### config.mk
export PLATFORM = sky130hd
export DESIGN_NAME = bootctrl_regs
export DESIGN_NICKNAME = d
export VERILOG_FILES = /design/src/rtl/bootctrl_regs.sv
export SDC_FILE = /design/constraint.sdc
export NUM_CORES = 1
export LEC_CHECK = 0
export CORE_ASPECT_RATIO = 0.6
export CORE_MARGIN = 4
export CORE_UTILIZATION = 45
export DETAILED_ROUTE_END_ITERATION = 6
export PLACE_DENSITY = 0.82
export SETUP_SLACK_MARGIN = 0.05
export SLEW_MARGIN = 15
export SYNTH_ARGS = -nofsm -noshare
export SYNTH_HDL_FRONTEND = slang
export SYNTH_SLANG_ARGS = --single-unit
### constraint.sdc
create_clock -name ACLK -period 4.4 [get_ports ACLK]
set_clock_uncertainty 0.1 [all_clocks]
set_input_delay 1.1 -clock ACLK [delete_from_list [all_inputs] [get_ports ACLK]]
set_output_delay 1.1 -clock ACLK [all_outputs]
set_load 0.005 [all_outputs]
### src/rtl/bootctrl_regs.sv
// bootctrl_regs
// Register-bus responder that owns the core boot controls: DRAM base,
// entry PC, a hold-reset level and a START/STOP sequencer that runs a
// timed core reset pulse before releasing the core to run.
//
// Optional feature macro: BOOTCTRL_CYCLE_COUNTER_EN
//   defined   -> 32-bit RUN cycle counter readable at offset 0x10
//   undefined -> no counter logic, offset 0x10 reads as 0

module bootctrl_regs #(
  parameter logic [15:0] BASE_ADDR     = 16'h1000,
  parameter int unsigned RST_CYCLES    = 16,
  parameter logic [31:0] DRAMBASE_INIT = 32'h0000_0000,
  parameter logic [31:0] ENTRYPC_INIT  = 32'h0000_0000
) (
  input  logic        ACLK,
  input  logic        ARST,
  input  logic [15:0] WRADDR,
  input  logic [3:0]  BYTEEN,
  input  logic        WREN,
  input  logic [31:0] WDATA,
  input  logic [15:0] RDADDR,
  input  logic        RDEN,
  output logic [31:0] RDATA,
  output logic        core_rst,
  output logic        core_run,
  output logic [31:0] dram_base,
  output logic [31:0] entry_pc
);

  // Word offsets inside the 32-byte window (addr[4:2])
  localparam logic [2:0] OFF_STATUS   = 3'd0;
  localparam logic [2:0] OFF_CTRL     = 3'd1;
  localparam logic [2:0] OFF_DRAMBASE = 3'd2;
  localparam logic [2:0] OFF_ENTRYPC  = 3'd3;
  localparam logic [2:0] OFF_CYCLES   = 3'd4;

  // The pulse counter counts down from RST_CYCLES-1 to 0, giving
  // exactly RST_CYCLES cycles in PULSE.
  localparam logic [7:0] CNT_LOAD = 8'(RST_CYCLES - 1);

  typedef enum logic [1:0] {
    ST_IDLE  = 2'd0,
    ST_PULSE = 2'd1,
    ST_RUN   = 2'd2
  } state_t;

  state_t      state_q, state_d;
  logic [7:0]  cnt_q, cnt_d;
  logic        hold_q, hold_d;
  logic [31:0] dramBase_q, dramBase_d;
  logic [31:0] entryPc_q, entryPc_d;
  logic [31:0] rdata_q, rdata_d;
  logic [31:0] cycleCount;

  logic        wrHit;
  logic        rdHit;
  logic [2:0]  wrOff;
  logic [2:0]  rdOff;
  logic        ctrlWr;
  logic        startReq;
  logic        stopReq;
  logic        effHold;
  logic        unusedAddrBits;

  // Byte-lane merge: lanes with their enable set take the new data
  function automatic logic [31:0] mergeBytes(input logic [31:0] oldVal,
                                             input logic [31:0] newVal,
                                             input logic [3:0]  be);
    logic [31:0] result;
    result = oldVal;
    for (int i = 0; i < 4; i++) begin
      if (be[i]) begin
        result[8*i +: 8] = newVal[8*i +: 8];
      end
    end
    return result;
  endfunction

  // Window decode; the window is 32-byte aligned so only addr[15:5] compare
  assign wrHit = WREN && (WRADDR[15:5] == BASE_ADDR[15:5]);
  assign rdHit = RDEN && (RDADDR[15:5] == BASE_ADDR[15:5]);
  assign wrOff = WRADDR[4:2];
  assign rdOff = RDADDR[4:2];

  // Byte offset bits within a word carry no meaning on this bus
  assign unusedAddrBits = ^{WRADDR[1:0], RDADDR[1:0]};

  // CTRL only acts when the low byte lane is enabled; the hold level seen by
  // the sequencer is the freshly written bit when CTRL is written this cycle
  assign ctrlWr   = wrHit && (wrOff == OFF_CTRL) && BYTEEN[0];
  assign startReq = ctrlWr && WDATA[1];
  assign stopReq  = ctrlWr && WDATA[2];
  assign effHold  = ctrlWr ? WDATA[0] : hold_q;

  // Next-state for the software-visible RW registers
  always_comb begin
    hold_d     = hold_q;
    dramBase_d = dramBase_q;
    entryPc_d  = entryPc_q;
    if (wrHit) begin
      case (wrOff)
        OFF_CTRL: begin
          if (BYTEEN[0]) begin
            hold_d = WDATA[0];
          end
        end
        OFF_DRAMBASE: begin
          dramBase_d = mergeBytes(dramBase_q, WDATA, BYTEEN);
        end
        OFF_ENTRYPC: begin
          entryPc_d = mergeBytes(entryPc_q, WDATA, BYTEEN) & 32'hFFFF_FFFC;
        end
        default: begin
        end
      endcase
    end
  end

  // Sequencer next-state: hold wins over everything, STOP wins over START,
  // START in PULSE reloads the pulse counter
  always_comb begin
    state_d = state_q;
    cnt_d   = cnt_q;
    if (effHold) begin
      state_d = ST_IDLE;
    end else begin
      case (state_q)
        ST_IDLE: begin
          if (startReq) begin
            state_d = ST_PULSE;
            cnt_d   = CNT_LOAD;
          end
        end
        ST_PULSE: begin
          if (stopReq) begin
            state_d = ST_IDLE;
          end else if (startReq) begin
            cnt_d = CNT_LOAD;
          end else if (cnt_q == 8'd0) begin
            state_d = ST_RUN;
          end else begin
            cnt_d = cnt_q - 8'd1;
          end
        end
        ST_RUN: begin
          if (stopReq) begin
            state_d = ST_IDLE;
          end else if (startReq) begin
            state_d = ST_PULSE;
            cnt_d   = CNT_LOAD;
          end
        end
        default: begin
          state_d = ST_IDLE;
        end
      endcase
    end
  end

`ifdef BOOTCTRL_CYCLE_COUNTER_EN
  logic [31:0] cycles_q, cycles_d;

  // RUN cycle counter: cleared on entry to RUN, counts while in RUN, wraps
  always_comb begin
    cycles_d = cycles_q;
    if ((state_q != ST_RUN) && (state_d == ST_RUN)) begin
      cycles_d = 32'd0;
    end else if (state_q == ST_RUN) begin
      cycles_d = cycles_q + 32'd1;
    end
  end

  // Counter register
  always_ff @(posedge ACLK) begin
    if (ARST) begin
      cycles_q <= 32'd0;
    end else begin
      cycles_q <= cycles_d;
    end
  end

  assign cycleCount = cycles_q;
`else
  assign cycleCount = 32'd0;
`endif

  // Read mux: RDATA is loaded only on RDEN and holds otherwise; values are
  // taken before this cycle's write lands, so read-during-write sees old data
  always_comb begin
    rdata_d = rdata_q;
    if (RDEN) begin
      rdata_d = 32'd0;
      if (rdHit) begin
        case (rdOff)
          OFF_STATUS:   rdata_d = {29'd0, (state_q == ST_PULSE), hold_q, (state_q == ST_RUN)};
          OFF_CTRL:     rdata_d = {31'd0, hold_q};
          OFF_DRAMBASE: rdata_d = dramBase_q;
          OFF_ENTRYPC:  rdata_d = entryPc_q;
          OFF_CYCLES:   rdata_d = cycleCount;
          default:      rdata_d = 32'd0;
        endcase
      end
    end
  end

  // State and register file update with synchronous reset
  always_ff @(posedge ACLK) begin
    if (ARST) begin
      state_q    <= ST_IDLE;
      cnt_q      <= 8'd0;
      hold_q     <= 1'b1;
      dramBase_q <= DRAMBASE_INIT;
      entryPc_q  <= ENTRYPC_INIT & 32'hFFFF_FFFC;
      rdata_q    <= 32'd0;
    end else begin
      state_q    <= state_d;
      cnt_q      <= cnt_d;
      hold_q     <= hold_d;
      dramBase_q <= dramBase_d;
      entryPc_q  <= entryPc_d;
      rdata_q    <= rdata_d;
    end
  end

  assign RDATA     = rdata_q;
  assign core_rst  = (state_q != ST_RUN);
  assign core_run  = (state_q == ST_RUN);
  assign dram_base = dramBase_q;
  assign entry_pc  = entryPc_q;

endmodule

==> reports/results.tsv, run 1 <==
stage	metric	value	unit
timing	Final period util	71.52	%
power	Peak supply drop	263.0	uV
flow_run	max_cap viols	0	
clock_tree	Worst-path clk slew	0.06	ns
worst_setup_path	Worst Setup Start Kind	primary input	
synthesis	Seq cells post-synth	105	
clock_tree	Clk Latency, worst-skew pair	0.34	ns
cells_and_area	final-stage net count	785	
global_routing	pin count of the biggest net entering global routing	63	
route	drt first-iter violations	320	
timing	Least-Margin Pin Slew	0.7811	ns
cells_and_area	Layout Cells excl Fill	845	
floorplan	die area	0.01165	mm2
timing	min Tclk post-route	3.147	ns
cells_and_area	Finished Cell Area	0.006538	mm2
synthesis	Mapped Area	0.004474	mm2
power	Lkg Pwr	2.301	nW
clock_tree	Root Buffer	clkbuf_16	
placement	dpl hpwl	9.929	mm
floorplan	num ports	170	
timing	setup TNS	0	ns
timing	worst setup margin	1.253	ns
floorplan	core area	0.009425	mm2
global_routing	first-pass GRT wire length	22.63	mm
power	Tot Pwr	1.959	mW
floorplan	row count	27	
synthesis	post-synth top area share	46.98	%
clock_tree	TritonCTS Sinks	105	
synthesis	Synth area leaders	dfxtp_1 (47%), nand2_1 (12%), a21oi_1 (11%), a22o_1 (5.7%), nor2b_1 (4.6%)	
global_routing	GRT Overall Usage	24.28	%
floorplan	die width	136.7	um
cells_and_area	share of cells above drive strength 1	5.455	%
route	Via Count	4518	
synthesis	leading area contributor after synthesis	dfxtp_1	
timing	Slew headroom	47.93	%
clock_tree	Max H-tree Level	3	
clock_tree	post-CTS resize count	0	
worst_setup_path	CP Capture Type	flip-flop	
worst_setup_path	WP data required	4.53	ns
floorplan	die height	85.24	um
timing	RSZ-0062 raised after global routing	false	
synthesis	Syn Area/Cell	7.961	um2
placement	count of input and output buffers	163	
route	Via density	5.347	
synthesis	register area share after synthesis	46.98	%
synthesis	post-synth cell types	41	
cells_and_area	synthesis-to-layout area growth	46.11	%
placement	Area after DPL	0.006205	mm2
worst_setup_path	CP Class	primary input to flip-flop	
run_status	outcome	finished clean	
global_routing	GRT overflow	0	
route	Post-Route WL	14.20	mm
power	PwrDens	299.7	mW/mm2
hold_path	Tightest Hold Check Type	flip-flop to flip-flop	
clock_tree	Post-CTS Hold Buffers	0	
placement	placed cells	830	
global_routing	antenna violations before repair	0	
route	DRC	0	
route	Detail Route Antenna Nets	0	
placement	dpl ws	0.9121	ns
floorplan	starting density of the core	47.47	%
clock_tree	total CTS buffers	9	
timing	Final Hold Fails	0	
clock_tree	Max Root-Sink Buffers	2	
global_routing	vias in the first global route	4496	
timing	final setup vio count	0	
route	drt wl/cell	16.80	um
clock_tree	TritonCTS clock tree	done	
synthesis	Yosys warning count	0	
worst_setup_path	critical path arrival	3.28	ns
placement	GP Congestion	0.8818	
route	Pre-antenna DRT Iters	5	
synthesis	Cells after Synth	562	
cells_and_area	n_diodes	0	
timing	max-slew violation count	0	
clock_tree	postcts setup bufs	0	
timing	Peak Freq	317.8	MHz
worst_setup_path	Worst Path Max Fanout	8	
## synth_stat cells (all sizes together)
master,instances
inv,9
a32o,1
dfxtp,105
or4,1
mux2,1
and2,8
o21ai,3
nand3b,1
or4b,1
nand2b,3
buf,9
ha,2
and3b,1
and4,1
nor2,45
nand3,9
clkbuf,25
o21a,1
o32ai,3
nand4,3
a211oi,2
nor4b,1
o211a,2
nor2b,33
a22o,29
and4bb,2
a311oi,1
nand2,139
nor4,5
mux2i,2
a21oi,101
nor3,7
a21o,2
nor3b,1
conb,1
o31ai,2
## path summary, 6_finish.rpt
kind	to	cells past startpoint	startpoint	slack, ns
hold reg to reg	dram_base[6]	2	dram_base[6]	0.37
hold / removal	dram_base[6]	2	dram_base[6]	0.37
setup reg to reg	cnt_q[6]	6	cnt_q[2]	2.19
setup / recovery	cnt_q[3]	7	WRADDR[10]	1.25
## flip-flops by register name, summed over array words and instances (netlist names)
| register | flops |
|---|---|
| hold_q | 1 |
| entry_pc | 30 |
| RDATA | 32 |
| dram_base | 32 |
| state_q | 2 |
| cnt_q | 8 |
## per-layer routing
layer | part of all wire [%] | track usage (%) | vias up
li1 | - | - | 2200
met5 | 0 | 0 | -
met2 | 46 | 39.81 | 207
met1 | 44 | 31.51 | 2089
met4 | 1.7 | 7.319 | 0
met3 | 8.7 | 6.220 | 22
## where the power goes
| group | internal (mW) | switching [mW] | total, mW |
|---|---|---|---|
| Sequential | 0.950 | 0.00000785 | 0.950 |
| Combinational | 0.0602 | 0.0553 | 0.116 |
| Clock | 0.554 | 0.340 | 0.894 |
| Total | 1.56 | 0.395 | 1.96 |
## logic make-up (layout without fill, tap and decap cells)
logic type	Yosys count	after routing	synth area share (%)
multiplexers	3	3	0.6991
buffers and inverters	43	195	3.971
AO/OA/AOI/OAI	147	147	20.39
adder cells (fa/ha/maj)	2	2	0.5592
AND/OR/NAND/NOR	261	261	27.32
other	1	2	0.08381
flip-flops	105	105	46.98
## area by class of cell
type / count / area, um2
fill: 739 / 2888
multi-input combinational: 415 / 2217
sequential: 105 / 2102
timing repair buffer: 171 / 1689
clock buffer: 10 / 229.0
tap: 130 / 162.7
clock inverter: 5 / 103.9
inverter: 9 / 33.78
## cells in the final DEF, fill, tap and decap left out, drive strengths merged, types with 2 or more instances in the layout
cell type      instances
bufinv                 3
dfxtp                105
clkdlybuf4s50        162
nand4                  3
a211oi                 2
buf                    9
conb                   2
nor2                  45
nor4                   5
o21ai                  3
nor2b                 33
a22o                  29
o211a                  2
a21o                   2
ha                     2
nand3                  9
and4bb                 2
o32ai                  3
inv                   10
nor3                   7
a21oi                101
nand2                139
o31ai                  2
nand2b                 3
and2                   8
clkbuf                10
mux2i                  2
## stage by stage
step	util, %	hold WS, ns
2_1_floorplan	-	0.3521
4_1_cts	69.36	0.3731
3_3_place_gp	65.83	0.3555
3_5_place_dp	65.83	0.3637
6_report	69.36	0.3700
5_1_grt	69.36	0.3931
## critical path: stages
cell and delay [ns]:
clkdlybuf4s50_1 0.45, nor4_4 0.32, nand4_1 0.20, nor4_1 0.57
o21a_4 0.26, nand2_1 0.14, o211a_1 0.24
No activity file was read; power rests on OpenSTA's default activity.
==> inputs of run 2 (changes only) <==
Settings changed: CORE_UTILIZATION 45 to 44, PLACE_DENSITY 0.82 to 0.8.
Clock period 4.4 ns to 2.9 ns, I/O delays scaled along.
==> run 2 against run 1 <==
Power is 40% higher. Register-to-register slack worse by 1.5 ns. Combinational power is 56% higher. Clock power is 26% higher. Via count is 4.0% higher. Design area is 0.34% higher. Sequential share of layout area is 0.11 points lower. Clock-buffer cell count is 1 higher. First-iteration DRC count is 17% lower.
==> reports/results.tsv, run 2 (synthesis results as in run 1) <==
stage	metric	value	unit	change
floorplan	die area	0.01190	mm2	+2.1%
global_routing	first-pass GRT wire length	23.22	mm	+2.6%
clock_tree	TritonCTS clock tree	done		
timing	RSZ-0062 raised after global routing	false		
route	Via Count	4697		+4.0%
floorplan	starting density of the core	45.29	%	-2.2 points
timing	min Tclk post-route	2.597	ns	
worst_setup_path	CP max stage delay	0.44	ns	-0.13 ns
clock_tree	Worst-path clk slew	0.07	ns	about the same
cells_and_area	commonest non-fill, non-tap cell in the layout	clkdlybuf4s50_1		
cells_and_area	Finished Cell Area	0.006560	mm2	+0.34%
global_routing	GRT overflow	0		unchanged
worst_setup_path	worst-path cell chain	clkdlybuf4s50_1 > nor4_4 > nand4_1 > nor3_1 > buf_4 > and2_1 > nand2_1 > a21oi_1		
route	Pre-antenna DRT Iters	5		unchanged
global_routing	GRT Overall Usage	23.69	%	-0.59 points
route	DRC	0		unchanged
worst_setup_path	flop2flop setup slack	0.69	ns	-1.50 ns
clock_tree	Clk Latency, worst-skew pair	0.33	ns	about the same
cells_and_area	fill count	809		+9.5%
placement	placed cells	840		+1.2%
timing	setup TNS	0	ns	unchanged
route	met3 WL	1.298	mm	+5.6%
floorplan	row count	28		+3.7%
clock_tree	postcts setup bufs	0		unchanged
worst_setup_path	CP Capture Type	flip-flop		
cells_and_area	final-stage net count	790		+0.64%
global_routing	pin count of the biggest net entering global routing	78		+24%
cells_and_area	Final Util	66.40	%	-3.0 points
placement	dpl ws	0.0006088	ns	-0.9115 ns
worst_setup_path	Crit Reg-Reg Startpoint	cnt_q[2]		
timing	Peak Freq	385.1	MHz	
cells_and_area	commonest cells after routing, fill and taps aside	clkdlybuf4s50_1 (162), nand2_1 (139), dfxtp_1 (105), a21oi_1 (101), nor2_1 (45)		
power	Tot Pwr	2.748	mW	+40%
placement	count of input and output buffers	163		unchanged
flow_run	max_cap viols	0		unchanged
route	met2 routed WL	6.491	mm	-0.40%
timing	final hold slack	0.3711	ns	+0.001097 ns
clock_tree	Root Buffer	clkbuf_16		
placement	Area after DPL	0.006286	mm2	+1.3%
route	Post-Route M1 WL	6.365	mm	+2.5%
clock_tree	post-CTS resize count	0		unchanged
worst_setup_path	Worst Path Max Fanout	8		unchanged
worst_setup_path	Crit Reg-Reg Endpoint	cnt_q[6]		
run_status	outcome	finished clean		
power	PwrDens	418.9	mW/mm2	+40%
cells_and_area	n_diodes	0		unchanged
floorplan	core area	0.009879	mm2	+4.8%
route	drt first-iter violations	267		-17%
route	Via density	5.487		+2.6%
cells_and_area	share of cells above drive strength 1	6.241	%	+0.79 points
worst_setup_path	CP delay by family, top	simple AND/OR/NAND/NOR gates		
route	Post-Route WL	14.36	mm	+1.2%
cells_and_area	synthesis-to-layout area growth	46.62	%	
worst_setup_path	WP buf/inv	2		+1
worst_setup_path	R2R depth	6		unchanged
floorplan	num ports	170		unchanged
cells_and_area	multi-input logic area	0.002217	mm2	unchanged
placement	GP Congestion	0.8587		-2.6%
timing	max-slew violation count	0		unchanged
clock_tree	TritonCTS Sinks	105		unchanged
worst_setup_path	WP data required	3.06	ns	-1.47 ns
global_routing	antenna violations before repair	0		unchanged
timing	final setup vio count	0		unchanged
power	Lkg Pwr	2.310	nW	+0.38%
timing	worst setup margin	0.3032	ns	-0.9499 ns
worst_setup_path	critical path arrival	2.76	ns	-0.52 ns
route	drt wl/cell	16.78	um	-0.13%
floorplan	die height	86.11	um	+1.0%
timing	Final Hold Fails	0		unchanged
hold_path	hold path cells	2		unchanged
power	Peak supply drop	364.8	uV	+39%
timing	Final period util	89.54	%	
cells_and_area	sequential cell area	0.002102	mm2	unchanged
route	max layer used	met4		
clock_tree	Max Root-Sink Buffers	2		unchanged
worst_setup_path	Worst Setup Start Kind	primary input		
hold_path	end of the worst hold path	dram_base[0]		
global_routing	vias in the first global route	4642		+3.2%
clock_tree	total CTS buffers	9		unchanged
clock_tree	Max H-tree Level	3		unchanged
worst_setup_path	CP max stage cell	clkdlybuf4s50_1		
hold_path	Hold Crit Start	dram_base[0]		
route	Detail Route Antenna Nets	0		unchanged
placement	dpl hpwl	9.850	mm	-0.80%
hold_path	Tightest Hold Check Type	flip-flop to flip-flop		
floorplan	die width	138.2	um	+1.1%
worst_setup_path	CP Class	primary input to flip-flop		
cells_and_area	Layout Cells excl Fill	856		+1.3%
clock_tree	Post-CTS Hold Buffers	0		unchanged
-- run 2: cell count changes in the layout (fill, tap and decap cells not counted) --
| cell | change |
|---|---|
| buf_12 | +3 |
| bufinv_16 | -3 |
| buf_4 | +2 |
| clkinv_2 | +2 |
| clkbuf_8 | +1 |
| clkinv_4 | +1 |
| clkinvlp_4 | +1 |
| inv_6 | -1 |
-- run 2: worst reg2reg max path: cells and delay by family (launching register included) --
kind               cells  cell delay, ns
AOI/OAI and AO/OA      3            0.57
and+or+nand+nor        3            1.08
DFF                    1            0.37
-- run 2: metal layers --
layer | vias up | global-route usage [%]
met1 | 2230 | 31.26
met4 | 0 | 6.637
met2 | 233 | 37.61
li1 | 2215 | -
met5 | - | 0
met3 | 19 | 7.688
-- run 2: area by class of cell --
type	count	share of cell area [%]
clock buffer	11	3.700
clock inverter	5	0.4768
inverter	9	0.5150
multi-input combinational	415	33.80
sequential	105	32.04
tap	135	2.575
timing repair buffer	176	26.89
-- run 2: where the power goes --
group	total (mW)	internal (mW)	leakage, nW	switching [mW]
registers	1.44	1.44	0.845	0.0000120
logic	0.181	0.0964	1.33	0.0850
clock network	1.13	0.604	0.135	0.522
total	2.75	2.14	2.31	0.607
-- run 2: worst max path at each step --
stage	slack (ns)	start	depth (start not counted)	endpoint
4_1_cts	0.34	WRADDR[10]	8	cnt_q[2]
5_1_grt	0.14	WRADDR[10]	8	cnt_q[2]
3_5_place_dp	0.0006	WRADDR[10]	8	cnt_q[2]
3_3_place_gp	0.05	WRADDR[10]	8	cnt_q[3]
6_report	0.30	WRADDR[10]	8	dram_base[18]
2_1_floorplan	0.54	WRADDR[10]	6	cnt_q[2]
